## config.mk

```make
export PLATFORM = sky130hd
export DESIGN_NAME = exe_mem_pipe
export DESIGN_NICKNAME = d
export VERILOG_FILES = /design/src/rtl/exe_mem_pipe.sv
export SDC_FILE = /design/constraint.sdc
export NUM_CORES = 1
export LEC_CHECK = 0
export BUFFER_PORTS_ARGS = -buffer_cell sky130_fd_sc_hd__buf_4
export CORE_MARGIN = 10
export CORE_UTILIZATION = 38
export CTS_BUF_LIST = sky130_fd_sc_hd__clkbuf_16
export DETAILED_ROUTE_END_ITERATION = 10
export PLACE_DENSITY = 0.7
export SLEW_MARGIN = 20
export SYNTH_ARGS = -nofsm -noshare
export SYNTH_HDL_FRONTEND = slang
export SYNTH_SLANG_ARGS = --single-unit
```

## constraint.sdc

```tcl
create_clock -name emi_clk -period 3.7 [get_ports emi_clk]
set_input_delay 0.74 -clock emi_clk [delete_from_list [all_inputs] [get_ports emi_clk]]
set_output_delay 0.74 -clock emi_clk [all_outputs]
set_load 0.005 [all_outputs]
```

## src/rtl/exe_mem_pipe.sv

```systemverilog
// EX/MEM pipeline register with valid/stall/flush, multi-cycle memory hold FSM and sticky error flag.
// Optional stall-cycle performance counter enabled by defining EXE_MEM_PERF_EN.
module exe_mem_pipe #(
  parameter int                DATA_W      = 16,
  parameter int                REG_W       = 4,
  parameter logic [REG_W-1:0]  REG_INVALID = {REG_W{1'b1}},
  parameter int                MEM_CYC     = 1
) (
  input  logic              emi_clk,
  input  logic              emi_rst,
  input  logic              emi_valid,
  input  logic              emi_stall,
  input  logic              emi_flush,
  input  logic [DATA_W-1:0] emi_instr,
  input  logic [DATA_W-1:0] emi_pc,
  input  logic [DATA_W-1:0] emi_data,
  input  logic [DATA_W-1:0] emi_mem_addr,
  input  logic [REG_W-1:0]  emi_wreg_addr,
  input  logic [1:0]        emi_rwe,
  output logic              emo_valid,
  output logic [DATA_W-1:0] emo_instr,
  output logic [DATA_W-1:0] emo_pc,
  output logic [DATA_W-1:0] emo_data,
  output logic [DATA_W-1:0] emo_mem_addr,
  output logic [REG_W-1:0]  emo_wreg_addr,
  output logic [1:0]        emo_rwe,
  output logic              emo_stall_req,
  output logic              emo_mem_done,
  output logic              emo_err,
  output logic [15:0]       emo_stall_cnt
);

  typedef enum logic {IDLE, WAIT} state_t;

  localparam logic [3:0] CNT_INIT = 4'(MEM_CYC - 1);

  state_t     state, state_nxt;
  logic [3:0] cnt, cnt_nxt;
  logic       flush_pending;
  logic       done_seen;
  logic       load_bubble;
  logic       load_payload;
  logic       mem_op;
  logic       illegal_rwe;

  assign mem_op      = (emi_rwe == 2'b01) || (emi_rwe == 2'b10);
  assign illegal_rwe = (emi_rwe == 2'b11);

  always_ff @(posedge emi_clk or negedge emi_rst) begin
    if (!emi_rst) begin
      state <= IDLE;
      cnt   <= 4'd0;
    end else begin
      state <= state_nxt;
      cnt   <= cnt_nxt;
    end
  end

  // IDLE decides what loads; WAIT only counts down the memory access.
  always_comb begin
    state_nxt    = state;
    cnt_nxt      = cnt;
    load_bubble  = 1'b0;
    load_payload = 1'b0;
    case (state)
      IDLE: begin
        if (emi_flush || flush_pending) begin
          load_bubble = 1'b1;
        end else if (emi_stall) begin
          load_bubble = 1'b0;
        end else if (emi_valid) begin
          load_payload = 1'b1;
          if (mem_op && (MEM_CYC > 1)) begin
            state_nxt = WAIT;
            cnt_nxt   = CNT_INIT;
          end
        end else begin
          load_bubble = 1'b1;
        end
      end
      WAIT: begin
        cnt_nxt = cnt - 4'd1;
        if (cnt == 4'd1) begin
          state_nxt = IDLE;
        end
      end
      default: begin
        state_nxt = IDLE;
      end
    endcase
  end

  always_ff @(posedge emi_clk or negedge emi_rst) begin
    if (!emi_rst) begin
      emo_valid     <= 1'b0;
      emo_instr     <= '0;
      emo_pc        <= '0;
      emo_data      <= '0;
      emo_mem_addr  <= '0;
      emo_wreg_addr <= REG_INVALID;
      emo_rwe       <= 2'b00;
      emo_err       <= 1'b0;
      flush_pending <= 1'b0;
      done_seen     <= 1'b0;
    end else begin
      done_seen <= done_seen | emo_mem_done;
      // A flush during a memory access is deferred, never aborting the access.
      if ((state == WAIT) && emi_flush) begin
        flush_pending <= 1'b1;
      end
      if (load_bubble) begin
        emo_valid     <= 1'b0;
        emo_instr     <= '0;
        emo_pc        <= '0;
        emo_data      <= '0;
        emo_mem_addr  <= '0;
        emo_wreg_addr <= REG_INVALID;
        emo_rwe       <= 2'b00;
        flush_pending <= 1'b0;
        done_seen     <= 1'b0;
      end else if (load_payload) begin
        emo_valid     <= 1'b1;
        emo_instr     <= emi_instr;
        emo_pc        <= emi_pc;
        emo_data      <= emi_data;
        emo_mem_addr  <= emi_mem_addr;
        emo_wreg_addr <= emi_wreg_addr;
        emo_rwe       <= illegal_rwe ? 2'b00 : emi_rwe;
        done_seen     <= 1'b0;
        if (illegal_rwe) begin
          emo_err <= 1'b1;
        end
      end
    end
  end

  assign emo_stall_req = (state == WAIT);
  assign emo_mem_done  = emo_valid && (emo_rwe != 2'b00) && (state == IDLE) && !done_seen;

`ifdef EXE_MEM_PERF_EN
  logic [15:0] stall_cnt;

  always_ff @(posedge emi_clk or negedge emi_rst) begin
    if (!emi_rst) begin
      stall_cnt <= 16'd0;
    end else if (emo_stall_req && (stall_cnt != 16'hFFFF)) begin
      stall_cnt <= stall_cnt + 16'd1;
    end
  end

  assign emo_stall_cnt = stall_cnt;
`else
  assign emo_stall_cnt = 16'd0;
`endif

endmodule

```

==> results of run 1 <==
## sequential cells by signal (all words and copies together) (netlist names)
register / cells
flush_pending: 1
emo_data: 16
emo_wreg_addr: 4
emo_mem_addr: 16
emo_stall_req: 1
cnt: 4
emo_valid: 1
done_seen: 1
emo_pc: 16
emo_err: 1
emo_rwe: 2
emo_instr: 16
## worst max-delay path, stage by stage, from the launching register on
cell      delay (ps)
dfrtp_1          540
inv_1            160
o211ai_1         130
nor2_1            60
buf_4            140
## power breakdown
part / switching [mW] / internal [mW] / leakage [nW] / total [mW]
logic: 0.0825 / 0.109 / 1.12 / 0.191
registers: 0.0181 / 0.897 / 1.06 / 0.915
clock network: 0.310 / 0.510 / 0.140 / 0.819
## kinds of logic after synthesis
family / count (synthesis) / share of synthesized area
buffers and inverters: 38 / 0.0855
adders and majority gates: 2 / 0.00830
DFF: 79 / 0.658
xor gates and xnor gates: 3 / 0.00872
and+or+nand+nor: 10 / 0.0178
other: 1 / 0.00124
AOI/OAI and AO/OA: 78 / 0.221
## metal layers
metal,vias up,GRT usage
met2,107,0.195
met3,6,0.0596
met5,-,0
li1,1033,-
met1,1071,0.167
met4,0,0.0565
## cells in the final DEF, fill, tap and decap left out, drive strengths merged
cell	Yosys	final
nor2	6	6
conb	1	16
nand3	1	1
a31o	1	1
o211ai	1	1
bufinv	0	1
a32o	1	1
clkbuf	2	9
a21oi	4	4
nand2	1	1
ha	2	2
inv	6	6
dfrtp	75	75
a22o	64	64
clkinv	0	5
nor4	1	1
xor2	2	2
buf	30	149
o32ai	1	1
xnor2	1	1
and3	1	1
a21o	2	2
dfstp	4	4
o22a	4	4
## metrics by stage
step	hold slack (ps)	util	cells	cell area, um2	setup WS, ps
final	467	0.564	460	4360	1610
after global routing	497	0.564	460	4360	1500
after detailed placement	464	0.528	445	4080	1360
after global placement	459	0.528	445	4080	1430
after floorplan	443	-	226	3070	2080
after CTS	473	0.564	460	4360	1600
## synthesized netlist by cell type
master    count  area share
a21o_1        2      0.0050
buf_2         8       0.013
nor2_1        4      0.0050
nor2_2        2      0.0042
and3_4        1      0.0037
buf_6         6       0.022
buf_4        16       0.040
conb_1        1      0.0012
o211ai_1      1      0.0025
inv_1         6      0.0075
a32o_1        1      0.0033
o32ai_1       1      0.0029
xnor2_1       1      0.0029
dfrtp_1      75        0.62
o22a_1        4       0.012
nor4_1        1      0.0021
a31o_1        1      0.0029
ha_1          2      0.0083
a21oi_1       4      0.0066
a22o_1       64        0.19
dfstp_2       4       0.035
xor2_1        2      0.0058
clkbuf_1      2      0.0025
nand2_1       1      0.0012
nand3_1       1      0.0017
## area by class of cell
class	count	share of cell area
multi-input cells	109	0.191
clock buffers	9	0.0516
repair buffers	149	0.257
clock inverters	6	0.0121
flip-flops and latches	79	0.455
well taps	102	0.0293
inverters	6	0.00516
## path summary, 6_finish.rpt
| kind | startpoint | to | slack (ps) |
|---|---|---|---|
| max | emo_stall_req | emo_mem_done | 1610 |
| min | cnt[3] | cnt[3] | 470 |
| max reg2reg | flush_pending | emo_instr[7] | 1800 |
| min reg2reg | cnt[3] | cnt[3] | 470 |
| max in group asynchronous | emi_rst | emo_data[8] | 2500 |
| min in group asynchronous | emi_rst | emo_mem_addr[14] | 580 |
==> flow_summary.json, run 1 <==
{
  "status": "finished clean",
  "coreArea_mm2": 0.00773,
  "wl_met3_um": 1000,
  "clockBufferDepth": 2,
  "finalNetCount": 431,
  "min_delay_path_depth": 1,
  "ios": 165,
  "viasPerCell": 4.82,
  "critPathLaunchType": "flop",
  "setup.worst_path.class": "flop to output pin",
  "dr.first_iter.drc_count": 86,
  "cp.arrival_ps": 1350,
  "synth.distinct_cells": 25,
  "cts-root-buf": "clkbuf_16",
  "hold_viol_final": 0,
  "fin_crit_sh": 0.564,
  "port_buffers": 148,
  "grt_max_degree": 80,
  "power_mw": 1.93,
  "slew_violations": 0,
  "clkTransAtPathRegs_ps": 50,
  "cts_made_buffers": 9,
  "cp.required_ps": 2960,
  "fin_tns_setup_ps": 0,
  "drive_gt1_frac": 0.475,
  "setup_viol_count_final": 0,
  "period_minus_slack_ps": 2090,
  "grt_pass1_wl_um": 12600,
  "nFillCells": 669,
  "antenna_found_initial": 0,
  "die_h_um": 109,
  "drtAntennaViolNets": 0,
  "cp_max_fo": 9,
  "clock-sinks": 79,
  "hold_path_class": "flop to flop",
  "endpoint_kind": "output pin",
  "rsz0062_at_grt": "false",
  "wl_met1_um": 3380,
  "globalRouteOverflowTotal": 0,
  "htree_levels": 3,
  "synthCells": 211,
  "diodes": 0,
  "maxCapViolCount": 0,
  "relSlewSlack": 0.355,
  "grt_pass1_vias": 2343,
  "drt_pre_antenna_iters": 5,
  "ctsResizeCount": 0,
  "reg2reg_depth": 4,
  "ir_drop_uv": 240,
  "yosysWarnings": 0,
  "power.density_mw_per_mm2": 442,
  "fp.dieW_um": 109,
  "top_layer": "met4",
  "syn-cell-area_mm2": 0.00301,
  "leakagePower_nw": 2.33,
  "multi_input_area_um2": 832,
  "yosys_register_bits": 79,
  "syn_avg_cell_area_um2": 14.3,
  "initial_core_util": 0.390,
  "grt_usage": 0.133,
  "dr_total_vias": 2217,
  "gp_congestion": 0.705,
  "cts_tree": "done",
  "wirelength_um": 8270,
  "die_area_mm2": 0.0119,
  "worstSkewPairLatency_ps": 320,
  "post-cts-setup-buffers": 0,
  "fmax_mhz": 480,
  "yosysSeqAreaShare": 0.658,
  "post_drt_wl_per_cell_um": 18.0,
  "fin_skew_ps": 6.62,
  "ff_latch_area_mm2": 0.00198,
  "wl_met2_um": 3820,
  "rows": 32,
  "areaGrowthSynthToFinish_pct": 44.7,
  "drc_errors": 0,
  "holdBufCountCts": 0,
  "tightest_slew_ps": 967,
  "dpl.hpwl_um": 6030
}
Note: power is estimated with default switching activity, not from simulation.
==> run 2, diff against run 1 <==
--- a/config.mk
+++ b/config.mk
@@ -10,7 +10,7 @@
 export CORE_UTILIZATION = 38
 export CTS_BUF_LIST = sky130_fd_sc_hd__clkbuf_16
 export DETAILED_ROUTE_END_ITERATION = 10
-export PLACE_DENSITY = 0.7
+export PLACE_DENSITY = 0.73
 export SLEW_MARGIN = 20
 export SYNTH_ARGS = -nofsm -noshare
 export SYNTH_HDL_FRONTEND = slang
==> constraint.sdc (replaced) <==
create_clock -name emi_clk -period 1.8 [get_ports emi_clk]
set_input_delay 0.36 -clock emi_clk [delete_from_list [all_inputs] [get_ports emi_clk]]
set_output_delay 0.36 -clock emi_clk [all_outputs]
set_load 0.005 [all_outputs]
==> flow_summary.json, run 2 (same netlist as run 1, synthesis figures left out) <==
{
  "coreArea_mm2": 0.00773,
  "fp.dieW_um": 109,
  "initial_core_util": 0.390,
  "fin_tns_setup_ps": 0,
  "status": "finished clean",
  "post_drt_wl_per_cell_um": 17.5,
  "final_cell_mix": "buf_4, dfrtp_1, a22o_1",
  "path_delay_family": "flip-flops",
  "ios": 165,
  "htree_levels": 3,
  "endpoint_kind": "output pin",
  "grt_pass1_vias": 2364,
  "cp.arrival_ps": 1260,
  "relSlewSlack": 0.656,
  "diodes": 0,
  "grt_pass1_wl_um": 12400,
  "grt_max_degree": 67,
  "worstHoldStart": "emi_wreg_addr[2]",
  "rsz0062_at_grt": "false",
  "final_common_cell": "buf_4",
  "reg2reg_from": "emo_stall_req",
  "cp.required_ps": 1440,
  "cts_made_buffers": 9,
  "power.density_mw_per_mm2": 899,
  "fin_skew_ps": 6.49,
  "die_h_um": 109,
  "maxCapViolCount": 0,
  "fmax_mhz": 616,
  "clock-sinks": 79,
  "rows": 32,
  "clockBufferDepth": 2,
  "areaGrowthSynthToFinish_pct": 47.7,
  "crit_start": "emo_stall_req",
  "cp_slowest_stage_delay_ps": 470,
  "finalNetCount": 436,
  "dpl.hpwl_um": 6160,
  "critPathLaunchType": "flop",
  "dpl.cell_count": 449,
  "cts-root-buf": "clkbuf_16",
  "fin_crit_sh": 0.902,
  "gp_congestion": 0.737,
  "hold_path_class": "input port to flop",
  "drc_errors": 0,
  "viasPerCell": 4.87,
  "grt_usage": 0.131,
  "setup_viol_count_final": 0,
  "nFillCells": 663,
  "crit_buf_inv": 2,
  "dr.first_iter.drc_count": 116,
  "port_buffers": 148,
  "stdcell_count": 466,
  "period_minus_slack_ps": 1620,
  "slew_violations": 0,
  "setup.worst_path.class": "flop to output pin",
  "leakagePower_nw": 2.36,
  "clkTransAtPathRegs_ps": 60,
  "globalRouteOverflowTotal": 0,
  "drt_pre_antenna_iters": 4,
  "path_cells": "inv_1, o211ai_1, nor2_1, buf_4",
  "dr_total_vias": 2271,
  "ir_drop_uv": 424,
  "tightest_slew_ps": 517,
  "wirelength_um": 8140,
  "die_area_mm2": 0.0119,
  "cp_slowest_cell": "dfrtp_2",
  "worstSkewPairLatency_ps": 320,
  "drive_gt1_frac": 0.484,
  "cp_max_fo": 9,
  "hold_viol_final": 0,
  "antenna_found_initial": 0,
  "cts_tree": "done",
  "drtAntennaViolNets": 0
}
[run 2: changes by cell type in the layout (fill, tap and decap cells not counted)]
cell,before,now
clkinv_2,3,1
buf_12,0,3
dlygate4sd3_1,0,1
inv_1,6,8
clkinv_1,2,0
dfrtp_1,75,74
buf_4,149,150
clkinvlp_4,0,2
dfrtp_2,0,1
clkinv_4,0,1
[run 2: path summary, 6_finish.rpt]
| path | slack (ps) | depth (start not counted) | end |
|---|---|---|---|
| worst min-delay path | 250 | 2 | emo_wreg_addr[2] |
| worst max-delay path | 180 | 4 | emo_mem_done |
| max in group asynchronous | 750 | 3 | emo_pc[14] |
| min in group asynchronous | 480 | 2 | done_seen |
| worst min register to register | 470 | 1 | cnt[3] |
| worst max register to register | 380 | 4 | emo_data[7] |
[run 2: what timing repair did]
item	in CTS	in global routing
hold buffers	1	0
endpoints found under the setup margin	0	1
setup buffers	0	0
hold endpoints to repair	14	0
gates resized for setup	0	1
[run 2: where the power goes]
group          internal, mW  total [mW]  switching (mW)
combinational         0.239       0.410           0.171
sequential             1.84        1.88          0.0364
clock                  1.06        1.71           0.652
total                  3.14        4.00           0.860
[run 2: per-layer routing]
layer / up-vias / track usage / wire length [um]
met5: - / 0 / 0
met1: 1117 / 0.161 / 3370
met2: 107 / 0.201 / 3790
met3: 6 / 0.0578 / 919
met4: 0 / 0.0452 / 51
li1: 1041 / - / -
[run 2: final cells by class]
type / instances / area, um2 / share of cell area
Timing Repair Buffer: 154 / 1200 / 0.269
Tap cell: 102 / 128 / 0.0287
Clock inverter: 7 / 66.3 / 0.0149
Inverter: 6 / 22.5 / 0.00506
Clock buffer: 9 / 225 / 0.0506
Sequential cell: 79 / 1980 / 0.445
Multi-Input combinational cell: 109 / 832 / 0.187
[run 2: through the flow]
step           utilization  instance area [um2]  setup slack [ps]  hold slack (ps)  power [mW]
5_1_grt              0.576                 4450              49.6              239        4.19
3_5_place_dp         0.537                 4150               330              260        2.33
4_1_cts              0.576                 4450               107              238        4.07
3_3_place_gp         0.537                 4150               391              257        2.32
2_1_floorplan            -                 3070               463             64.4        2.05
6_report             0.576                 4450               176              247        4.00
